===== src/rtl/maincontrol.sv =====
// rtl/maincontrol.sv - multicycle Moore main control for the 8-bit MIPS datapath; optional bne via MAINCONTROL_BNE_EN
module maincontrol (
    input  logic       clk,
    input  logic       reset,
    input  logic [5:0] op,
    input  logic       zero,
    output logic       memread,
    output logic       memwrite,
    output logic       alusrca,
    output logic [1:0] alusrcb,
    output logic       memtoreg,
    output logic       iord,
    output logic       regwrite,
    output logic       regdst,
    output logic [1:0] pcsource,
    output logic       pcen,
    output logic [3:0] irwrite,
    output logic [1:0] aluop,
    output logic [3:0] state
);

    localparam logic [3:0] FETCH1  = 4'd0;
    localparam logic [3:0] FETCH2  = 4'd1;
    localparam logic [3:0] FETCH3  = 4'd2;
    localparam logic [3:0] FETCH4  = 4'd3;
    localparam logic [3:0] DECODE  = 4'd4;
    localparam logic [3:0] MEMADR  = 4'd5;
    localparam logic [3:0] LBRD    = 4'd6;
    localparam logic [3:0] LBWR    = 4'd7;
    localparam logic [3:0] SBWR    = 4'd8;
    localparam logic [3:0] RTYPEEX = 4'd9;
    localparam logic [3:0] RTYPEWR = 4'd10;
    localparam logic [3:0] BEQEX   = 4'd11;
    localparam logic [3:0] JEX     = 4'd12;
    localparam logic [3:0] ADDIEX  = 4'd13;
    localparam logic [3:0] ADDIWR  = 4'd14;
    localparam logic [3:0] BNEEX   = 4'd15;

    localparam logic [5:0] OP_LB    = 6'b100000;
    localparam logic [5:0] OP_SB    = 6'b101000;
    localparam logic [5:0] OP_RTYPE = 6'b000000;
    localparam logic [5:0] OP_BEQ   = 6'b000100;
    localparam logic [5:0] OP_J     = 6'b000010;
    localparam logic [5:0] OP_ADDI  = 6'b001000;
    localparam logic [5:0] OP_BNE   = 6'b000101;

    logic [3:0] nextstate;
    logic       pcwrite;
    logic       branch;
    logic       branchne;

    always_ff @(posedge clk or posedge reset) begin
        if (reset) state <= FETCH1;
        else       state <= nextstate;
    end

    always_comb begin
        nextstate = FETCH1;
        case (state)
            FETCH1:  nextstate = FETCH2;
            FETCH2:  nextstate = FETCH3;
            FETCH3:  nextstate = FETCH4;
            FETCH4:  nextstate = DECODE;
            DECODE: begin
                case (op)
                    OP_LB, OP_SB: nextstate = MEMADR;
                    OP_RTYPE:     nextstate = RTYPEEX;
                    OP_BEQ:       nextstate = BEQEX;
                    OP_J:         nextstate = JEX;
                    OP_ADDI:      nextstate = ADDIEX;
`ifdef MAINCONTROL_BNE_EN
                    OP_BNE:       nextstate = BNEEX;
`endif
                    default:      nextstate = FETCH1;
                endcase
            end
            MEMADR:  nextstate = (op == OP_LB) ? LBRD : SBWR;
            LBRD:    nextstate = LBWR;
            RTYPEEX: nextstate = RTYPEWR;
            ADDIEX:  nextstate = ADDIWR;
            default: nextstate = FETCH1;
        endcase
    end

    // Pure state decode; anything not set for a state stays 0.
    always_comb begin
        memread  = 1'b0;
        memwrite = 1'b0;
        alusrca  = 1'b0;
        alusrcb  = 2'b00;
        memtoreg = 1'b0;
        iord     = 1'b0;
        regwrite = 1'b0;
        regdst   = 1'b0;
        pcsource = 2'b00;
        irwrite  = 4'b0000;
        aluop    = 2'b00;
        pcwrite  = 1'b0;
        branch   = 1'b0;
        branchne = 1'b0;
        case (state)
            FETCH1, FETCH2, FETCH3, FETCH4: begin
                memread = 1'b1;
                alusrcb = 2'b01;
                pcwrite = 1'b1;
                case (state)
                    FETCH1:  irwrite = 4'b0001;
                    FETCH2:  irwrite = 4'b0010;
                    FETCH3:  irwrite = 4'b0100;
                    default: irwrite = 4'b1000;
                endcase
            end
            DECODE:  alusrcb = 2'b11;
            MEMADR, ADDIEX: begin
                alusrca = 1'b1;
                alusrcb = 2'b10;
            end
            LBRD: begin
                memread = 1'b1;
                iord    = 1'b1;
            end
            LBWR: begin
                regwrite = 1'b1;
                memtoreg = 1'b1;
            end
            SBWR: begin
                memwrite = 1'b1;
                iord     = 1'b1;
            end
            RTYPEEX: begin
                alusrca = 1'b1;
                aluop   = 2'b10;
            end
            RTYPEWR: begin
                regwrite = 1'b1;
                regdst   = 1'b1;
            end
            BEQEX: begin
                alusrca  = 1'b1;
                aluop    = 2'b01;
                pcsource = 2'b01;
                branch   = 1'b1;
            end
            JEX: begin
                pcwrite  = 1'b1;
                pcsource = 2'b10;
            end
            ADDIWR:  regwrite = 1'b1;
`ifdef MAINCONTROL_BNE_EN
            BNEEX: begin
                alusrca  = 1'b1;
                aluop    = 2'b01;
                pcsource = 2'b01;
                branchne = 1'b1;
            end
`endif
            default: ;
        endcase
    end

    assign pcen = pcwrite | (branch & zero) | (branchne & ~zero);

endmodule


===== config.mk =====
export PLATFORM = sky130hd
export DESIGN_NAME = maincontrol
export DESIGN_NICKNAME = d
export VERILOG_FILES = /design/src/rtl/maincontrol.sv
export SDC_FILE = /design/constraint.sdc
export NUM_CORES = 1
export LEC_CHECK = 0
export BUFFER_PORTS_ARGS = -buffer_cell sky130_fd_sc_hd__buf_2
export CELL_PAD_IN_SITES_DETAIL_PLACEMENT = 0
export CELL_PAD_IN_SITES_GLOBAL_PLACEMENT = 1
export CORE_MARGIN = 2
export CORE_UTILIZATION = 25
export CTS_CLUSTER_SIZE = 28
export DETAILED_ROUTE_END_ITERATION = 8
export GPL_TIMING_DRIVEN = 0
export HOLD_SLACK_MARGIN = 0.15
export PLACE_DENSITY = 0.81
export SETUP_SLACK_MARGIN = 0.05
export SLEW_MARGIN = 20
export SYNTH_ARGS = -nofsm -noshare
export SYNTH_HDL_FRONTEND = slang
export SYNTH_SLANG_ARGS = --single-unit

===== constraint.sdc =====
create_clock -name clk -period 2 [get_ports clk]
set_clock_uncertainty 0.05 [all_clocks]
set_input_delay 0.4 -clock clk [delete_from_list [all_inputs] [get_ports clk]]
set_output_delay 0.4 -clock clk [all_outputs]
set_load 0.02 [all_outputs]

==> results of run 1 <==
-- power groups by stage --
stage	logic [mW]	registers [mW]	clock network, mW
finish	0.748	0.154	0.0959
global route	0.829	0.162	0.104
CTS	0.742	0.154	0.103
detailed placement	0.729	0.154	0
global placement	0.727	0.154	0
floorplan	0.477	0.186	0
-- what timing repair did --
item | in CTS | in global routing
gates resized for setup | 4 | 8
hold buffers | 1 | 0
endpoints found under the setup margin | 12 | 8
endpoints found under the hold margin | 4 | 0
-- cell type report --
cell class              instances  area share
plain buffers                   5     0.04324
clock buffers                   3     0.03243
inverters                       3     0.01622
multi-input cells              57      0.4865
flip-flops and latches          4      0.1459
well taps                      25     0.04505
repair buffers                 31      0.2306
-- cells in the mapped netlist (all sizes together) (2+ instances only) --
library cell,number
nand2b,4
nor2b,2
clkbuf,3
nor3,7
o21ai,4
nor4b,2
dfrtp,4
inv,3
nor2,11
nor3b,2
a21oi,8
buf,2
nand2,3
-- layer usage --
metal  global-route usage  share of wire  vias to the layer above
met4              0.05000         0.0029                        0
met5                    0              0                        -
met1               0.1674           0.44                      277
li1                     -              -                      322
met2               0.2356           0.53                       11
met3              0.01154          0.022                        2
-- worst max-delay path: cells and delay by family (launching register included) --
| kind | cells | cell delay [ps] |
|---|---|---|
| flops | 1 | 330 |
| compound gates | 1 | 180 |
| simple gates | 1 | 150 |
| buf+inv | 3 | 550 |
-- final timing paths --
path	start	end	cells after the start
max	state[3]$_DFF_PP0_	alusrca	5
min	op[2]	state[2]$_DFF_PP0_	2
max reg2reg	state[3]$_DFF_PP0_	state[2]$_DFF_PP0_	4
min reg2reg	state[1]$_DFF_PP0_	state[3]$_DFF_PP0_	2
min in group asynchronous	reset	state[1]$_DFF_PP0_	3
max in group asynchronous	reset	state[2]$_DFF_PP0_	3
-- logic make-up after synthesis --
group,Yosys count,share of synthesized area
flops,4,0.2145
simple gates,38,0.4504
buf+inv,8,0.06700
xor+xnor,1,0.01877
fa+ha+maj,1,0.02145
compound gates,17,0.2279
-- stage by stage --
stage	std cells	total power [mW]	hold WS, ps	utilization
floorplan	69	0.6629	116.1	-
global placement	124	0.8804	226.3	0.3713
detailed placement	124	0.8837	230.5	0.3713
CTS	128	0.9983	392.2	0.3928
global route	128	1.095	420.7	0.3978
finish	128	0.9980	406.1	0.3978
==> flow_summary.ini, run 1 <==
[status]
status = complete, no violations

[floorplanning]
core-area_mm2 = 0.001745
rows = 15
io-pin-count = 31
die_h_um = 47.21
die_w_um = 47.21
start_util = 0.2674
dieArea_mm2 = 0.002228

[clock_network]
clock_path_buffers = 2
root_buffer = clkbuf_4
cts_buffers = 3
clock_latency_ps = 230
htreeDepth = 1
cts_tree = built
clkTransAtPathRegs_ps = 40
clock_sinks = 4
cts_setup_buffers = 0

[global_route]
grt_antenna_before_repair = 0
grtUsageTotal = 0.1336
grt_pass1_wl_um = 2139
grt_pass1_vias = 519
grt_max_degree = 11
grt_overflow = 0

[setup_path]
crit_chain = clkbuf_4 -> buf_4 -> nand2b_1 -> a21oi_1 -> buf_2
crit_type = reg2out
r2r_setup_slack_ps = 370
cp-start-kind = register
slowest_stage = dfrtp_1
critPathArrivalTime_ps = 1430
critPathCaptureType = primary output
slowest_delay_ps = 330
worstPathRequired_ps = 1550
path_max_fanout = 10

[power]
p_sw_mw = 0.5513
netSwitchingFraction = 0.5524
power_density_mw_per_mm2 = 1437
p_seq_frac = 0.154
pwr-share-comb = 0.750
p_int_mw = 0.4467
p_clk_frac = 0.096
vdd_drop_max_mv = 0.3438
leakage_nw = 0.3463

[synth]
async_flop_share = 1.000
synth_area_per_cell_um2 = 6.764
ys_types = 28
synthTopCellsByArea = dfrtp_1, nor2_1, a21oi_1
synth_seq_cells = 4
synth_top_area_frac = 0.2145
ys_seq_area_frac = 0.2145
ys.flop_type = dfrtp_1
synthesis.area_um2 = 466.7
syn-num-nets = 78
synth_cells = 69
synth_largest_area_cell = dfrtp_1
ys_warn_count = 0
synth_edf_count = 0

[place]
dpl.hpwl_um = 1084
pre_cts_ws_ps = 104.1
dpl_cell_area_um2 = 648.1
port-buffer-count = 30
place.gp.congestion = 0.7165

[sta]
maxSlewHeadroom = 0.6590
fin_crit_sh = 0.9405
final.setup.tns_ps = 0
setup_ws_ps = 119.0
hold_viol_final = 0
slew_viol_final = 0
max_freq_mhz = 531.6
setup_violations = 0
worst_pin_slew_ps = 507.6
final.min_clock_period_ps = 1881
grt_setup_unrepaired = yes

[final_layout]
layout-drive-gt1-share = 0.4175
top_regs = state: 4 flops
finalNetCount = 114
fillCellCount = 200
antenna_cells = 0
register_area_um2 = 101.3
fin_area_um2 = 694.4
multi_input_area_um2 = 337.8
most-common-layout-cells = buf_2, nor2_1, a21oi_1
largest_reg_flops = 4
mostFrequentLayoutCell = buf_2
top_register = state
syn_to_final_growth_pct = 48.79

[routing]
wl_um = 1389
detail-route-antenna-nets = 0
drc = 0
vias_per_cell = 4.781
dr.pass1.iters = 4
wl_per_cell_um = 10.85
vias = 612
drt_iter0_drc = 22

[flow_run]
drv_cap = 0

[worst_hold_path]
hp-class = in2reg
No activity file was read; power rests on OpenSTA's default activity.
==> run 2: changes to the inputs <==
Settings changed: ABC_AREA from default to 1, CORE_UTILIZATION 25 to 24, PLACE_DENSITY 0.81 to 0.83.
==> run 2 against run 1 <==
Against the previous run: power is 6.6% lower; via count is 5.2% higher; synthesized cell count is 29% higher; worst setup slack improved by 79 ps; routed wire length down 1.9%; clock power about the same; synthesized area grew 0.80%; global-route usage fell by 0.72 points; largest power group unchanged.
==> flow_summary.ini, run 2 <==
[status]
status = complete, no violations

[global_route]
grt_pass1_wl_um = 2042
use_met1 = 0.1323
grt_max_degree = 10
grtUsageMet2 = 0.2368
grt_antenna_before_repair = 0
use_met3 = 0.02222
grt_overflow = 0
grtUsageTotal = 0.1264
grt_busiest_layer = met2
grt_pass1_vias = 540

[routing]
vias = 644
detail-route-antenna-nets = 0
drc = 0
vias_per_cell = 4.293
wl_per_cell_um = 9.087
drt_iter0_drc = 11
wl_um = 1363
dr.pass1.iters = 4

[clock_network]
clock_latency_ps = 230
clock_path_buffers = 2
cts_setup_buffers = 0
cts_tree = built
htreeDepth = 1
clkTransAtPathRegs_ps = 40
root_buffer = clkbuf_4
cts_buffers = 3
clock_sinks = 4

[final_layout]
top_register = state
syn_to_final_growth_pct = 46.28
antenna_cells = 0
most-common-layout-cells = buf_2, nor2_1, nand2_1
finalNetCount = 134
finalNonFillerCells = 150
top_regs = state: 4 flops
mostFrequentLayoutCell = buf_2
largest_reg_flops = 4
layout-drive-gt1-share = 0.3496

[power]
vdd_drop_max_mv = 0.4092
leakage_nw = 0.4131
p_sw_mw = 0.5433
pwr-share-comb = 0.724
power_density_mw_per_mm2 = 1354
netSwitchingFraction = 0.5829
p_int_mw = 0.3888
p_seq_frac = 0.173
p_clk_frac = 0.103

[setup_path]
path_max_fanout = 9
r2r_start = state[1]$_DFF_PP0_
slowest_stage = dfrtp_1
critPathTopFamily = buffers and inverters
critPathCaptureType = primary output
slowest_delay_ps = 370
reg2regPathDepth = 5
cp-start-kind = register
critPathArrivalTime_ps = 1350
crit_type = reg2out
worstPathRequired_ps = 1550
r2r_end = state[1]$_DFF_PP0_
crit_chain = buf_6 -> nor2_1 -> inv_1 -> o21ai_0 -> buf_2
r2r_setup_slack_ps = 820
crit_buf_inv = 3

[sta]
grt_setup_unrepaired = no
max_freq_mhz = 555.1
setup_violations = 0
final.min_clock_period_ps = 1802
fin_crit_sh = 0.9008
hold_viol_final = 0
slew_viol_final = 0
maxSlewHeadroom = 0.8338
worst_pin_slew_ps = 248.4
final.setup.tns_ps = 0

[floorplanning]
dieArea_mm2 = 0.002330
core-area_mm2 = 0.001902
die_h_um = 48.28
die_w_um = 48.28
io-pin-count = 31
rows = 16
start_util = 0.2474

[synth]
async_flop_share = 1.000
synth_largest_area_cell = dfrtp_1
synth_top_family_by_area = simple AND/OR/NAND/NOR gates
synth_top_area_frac = 0.2128
muxShareOfSynthArea = 0
synthXorXnorAreaFrac = 0
synthTopCellsByCount = nor2_1, nand2_1, inv_1
synthSimpleGateAreaFrac = 0.5239
synthTopCellsByArea = dfrtp_1, nor2_1, nand2_1
synthAdderAreaFrac = 0
yosysMostFrequentCell = nor2_1
ys_warn_count = 0
synth_area_per_cell_um2 = 5.286
synth_compound_area_frac = 0.1117
synth_cells = 89
ys.flop_type = dfrtp_1
ys_types = 14
syn-num-nets = 98
synthesis.area_um2 = 470.5
ys_seq_area_frac = 0.2128
synth_edf_count = 0
synth_seq_cells = 4

[flow_run]
drv_cap = 0

[place]
place.gp.congestion = 0.8201
dp_cells = 146
port-buffer-count = 30
dpl.hpwl_um = 1102

[worst_hold_path]
hold_depth = 4
hold_path_end = state[1]$_DFF_PP0_
hp-class = in2reg
hold_start = op[1]
run 2: worst max-delay path by stage:
stage,depth (start not counted),slack (ps),endpoint,from
CTS,6,180,pcen,state[2]$_DFF_PP0_
floorplan,5,240,pcen,state[2]$_DFF_PP0_
global route,5,60,irwrite[1],state[3]$_DFF_PP0_
global placement,4,440,memread,state[2]$_DFF_PP0_
detailed placement,6,430,pcen,state[2]$_DFF_PP0_
finish,5,200,memread,state[3]$_DFF_PP0_
run 2: layout make-up:
class,instances,area [um2]
plain buffers,1,11.26
clock buffers,3,22.52
multi-input cells,68,299.0
flip-flops and latches,4,101.3
well taps,27,33.78
repair buffers,31,160.2
fillers,221,1214
inverters,16,60.06
run 2: cells by family (layout without fill, tap and decap cells):
logic type	Yosys count	count (layout)
compound gates	10	10
flops	4	4
simple gates	58	58
buf+inv	17	51
run 2: power groups by stage:
stage               registers [mW]  clock network, mW  logic (mW)
finish                       0.161             0.0958       0.675
global route                 0.165              0.108       0.758
CTS                          0.160             0.0980       0.681
detailed placement           0.161                  0       0.675
global placement             0.159                  0       0.670
floorplan                    0.194                  0       0.432
run 2: per-layer routing:
metal | vias up | wire length (um)
li1 | 341 | -
met1 | 276 | 632
met2 | 27 | 626
met3 | 0 | 104
met4 | 0 | 0
met5 | - | 0
run 2: worst min-delay path: stages:
cell	delay [ps]
buf_2	90
nor2_2	50
nand4_1	90
nand3_1	70
run 2: metrics by stage:
stage | power, mW | hold WS, ps | util | instance area [um2] | worst slack, ps
after global routing | 1.031 | 548.7 | 0.3618 | 688.2 | 62.99
after floorplan | 0.6252 | 116.1 | - | 470.5 | 236.4
final | 0.9321 | 476.7 | 0.3618 | 688.2 | 198.4
after CTS | 0.9394 | 484.1 | 0.3612 | 686.9 | 183.6
after global placement | 0.8298 | 223.4 | 0.3441 | 654.4 | 440.0
after detailed placement | 0.8357 | 227.5 | 0.3441 | 654.4 | 426.2
run 2: timing repair:
action | 4_1_cts | 5_1_grt
resized for setup | 0 | 1
endpoints found under the hold margin | 4 | 0
hold buffers | 1 | 0
setup endpoints to repair | 0 | 1
==> run 3: changes to the inputs <==
Settings changed: RECOVER_POWER from default to 100.
==> run 3 against run 2 <==
Against the previous run: power fell by 2.9%; routed wire length rose by 1.5%; die area unchanged; first-iteration DRC count down 27%; flip-flop and latch count is the same; sequential share of layout area increased by 0.31 points; fmax down 1.9%; sequential power about the same; clock power about the same; count of clock-buffer cells in the layout unchanged; final cell count stayed put; critical endpoint is now alusrca; non-clock buffer count did not move; largest cell class unchanged.
==> flow_summary.ini, run 3 (synthesized netlist as in run 2, its figures left out) <==
[status]
status = complete, no violations

[global_route]
grt_pass1_wl_um = 2042
grt_overflow = 0
grtUsageTotal = 0.1264
grt_pass1_vias = 540
grt_antenna_before_repair = 0
grt_max_degree = 10

[sta]
hold_viol_final = 0
slew_viol_final = 0
setup_violations = 0
final.setup.tns_ps = 0
max_freq_mhz = 544.4
fin_hold_ws_ps = 475.7
fin_crit_sh = 0.9184
final.min_clock_period_ps = 1837
worst_pin_slew_ps = 269.6
setup_ws_ps = 163.2
maxSlewHeadroom = 0.8202
grt_setup_unrepaired = no

[final_layout]
top_regs = state: 4 flops
largest_reg_flops = 4
antenna_cells = 0
fillCellCount = 230
syn_to_final_growth_pct = 41.49
register_area_um2 = 100.1
most-common-layout-cells = nor2_1, nand2_1, inv_1
finalNonFillerCells = 150
fin_area_um2 = 665.6
finalNetCount = 134
final_core_util = 0.3500
mostFrequentLayoutCell = nor2_1
layout-drive-gt1-share = 0.2114
multi_input_area_um2 = 294.0
top_register = state

[power]
p_sw_mw = 0.5409
p_clk_frac = 0.106
pwr-share-comb = 0.719
p_seq_frac = 0.175
leakage_nw = 0.3634
power_density_mw_per_mm2 = 1359
vdd_drop_max_mv = 0.3989
netSwitchingFraction = 0.5979
power_mw = 0.9046
p_int_mw = 0.3638

[setup_path]
cp-start-kind = register
critPathArrivalTime_ps = 1390
critPathCaptureType = primary output
crit_type = reg2out
startpoint = state[2]$_DFF_PP0_
r2r_start = state[0]$_DFF_PP0_
worstPathRequired_ps = 1550
path_max_fanout = 8

[place]
dpl.hpwl_um = 1102
dp_cells = 146
place.gp.congestion = 0.8201
pre_cts_ws_ps = 426.2
dpl_cell_area_um2 = 654.4
port-buffer-count = 30

[clock_network]
cts_buffers = 3
root_buffer = clkbuf_4
clock_latency_ps = 230
cts_tree = built
htreeDepth = 1
clock_sinks = 4
cts_setup_buffers = 0
clock_path_buffers = 2
clkTransAtPathRegs_ps = 40

[routing]
drt_iter0_drc = 8
dr.pass1.iters = 4
vias_per_cell = 4.207
drc = 0
vias = 631
wl_um = 1384
wl_met2_um = 621
detail-route-antenna-nets = 0
wl_per_cell_um = 9.227
met3_length_um = 113
dr.max_layer_used = met3
wl_met1_um = 649

[flow_run]
drv_cap = 0

[floorplanning]
rows = 16
core-area_mm2 = 0.001902
dieArea_mm2 = 0.002330
io-pin-count = 31
die_w_um = 48.28
start_util = 0.2474
die_h_um = 48.28

[worst_hold_path]
hp-class = in2reg
hold_start = op[1]
==> run 3: cell types whose count changed in the layout (fill, tap and decap cells not counted) <==
cell	delta
dfrtp_2	-1
nor2_2	-2
buf_2	-16
clkbuf_1	+13
inv_2	-1
dfrtp_1	+1
clkbuf_2	+3
nor2_1	+2
inv_1	+1
==> run 3: critical path, stage by stage, from the launching register on <==
cell and delay, ps:
dfrtp_1 480, inv_2 80, nor2_1 160, inv_1 70, a21oi_1 120, clkbuf_1 240
==> run 3: worst paths after layout <==
path | endpoint | slack [ps] | depth (start not counted)
worst max-delay path | alusrca | 160 | 5
worst min-delay path | state[1]$_DFF_PP0_ | 480 | 4
worst max register to register | state[3]$_DFF_PP0_ | 740 | 6
worst min register to register | state[3]$_DFF_PP0_ | 660 | 3
max in group asynchronous | state[2]$_DFF_PP0_ | 1200 | 3
min in group asynchronous | state[0]$_DFF_PP0_ | 550 | 3
==> run 3: cell type report <==
| cell class | count | area share |
|---|---|---|
| Clock buffer | 3 | 0.03383 |
| Timing Repair Buffer | 31 | 0.2162 |
| Multi-Input combinational cell | 68 | 0.4417 |
| Sequential cell | 4 | 0.1504 |
| Buffer | 1 | 0.01692 |
| Inverter | 16 | 0.09023 |
| Tap cell | 27 | 0.05075 |
==> run 3: what timing repair did <==
action / in CTS / in global routing
hold endpoints to repair: 4 / 0
hold buffers: 1 / 0
setup endpoints to repair: 0 / 1
gates resized for setup: 0 / 1
==> run 3: metal layers <==
metal  vias to the layer above  GRT usage
li1                        343          -
met1                       261     0.1323
met2                        27     0.2368
met3                         0    0.02222
met4                         0    0.06486
met5                         -          0
==> run 3: power groups by stage <==
stage          Clock, mW  Sequential (mW)  Combinational, mW
2_1_floorplan          0            0.194              0.432
3_3_place_gp           0            0.159              0.670
3_5_place_dp           0            0.161              0.675
4_1_cts           0.0980            0.160              0.681
5_1_grt            0.108            0.161              0.731
6_report          0.0958            0.158              0.651
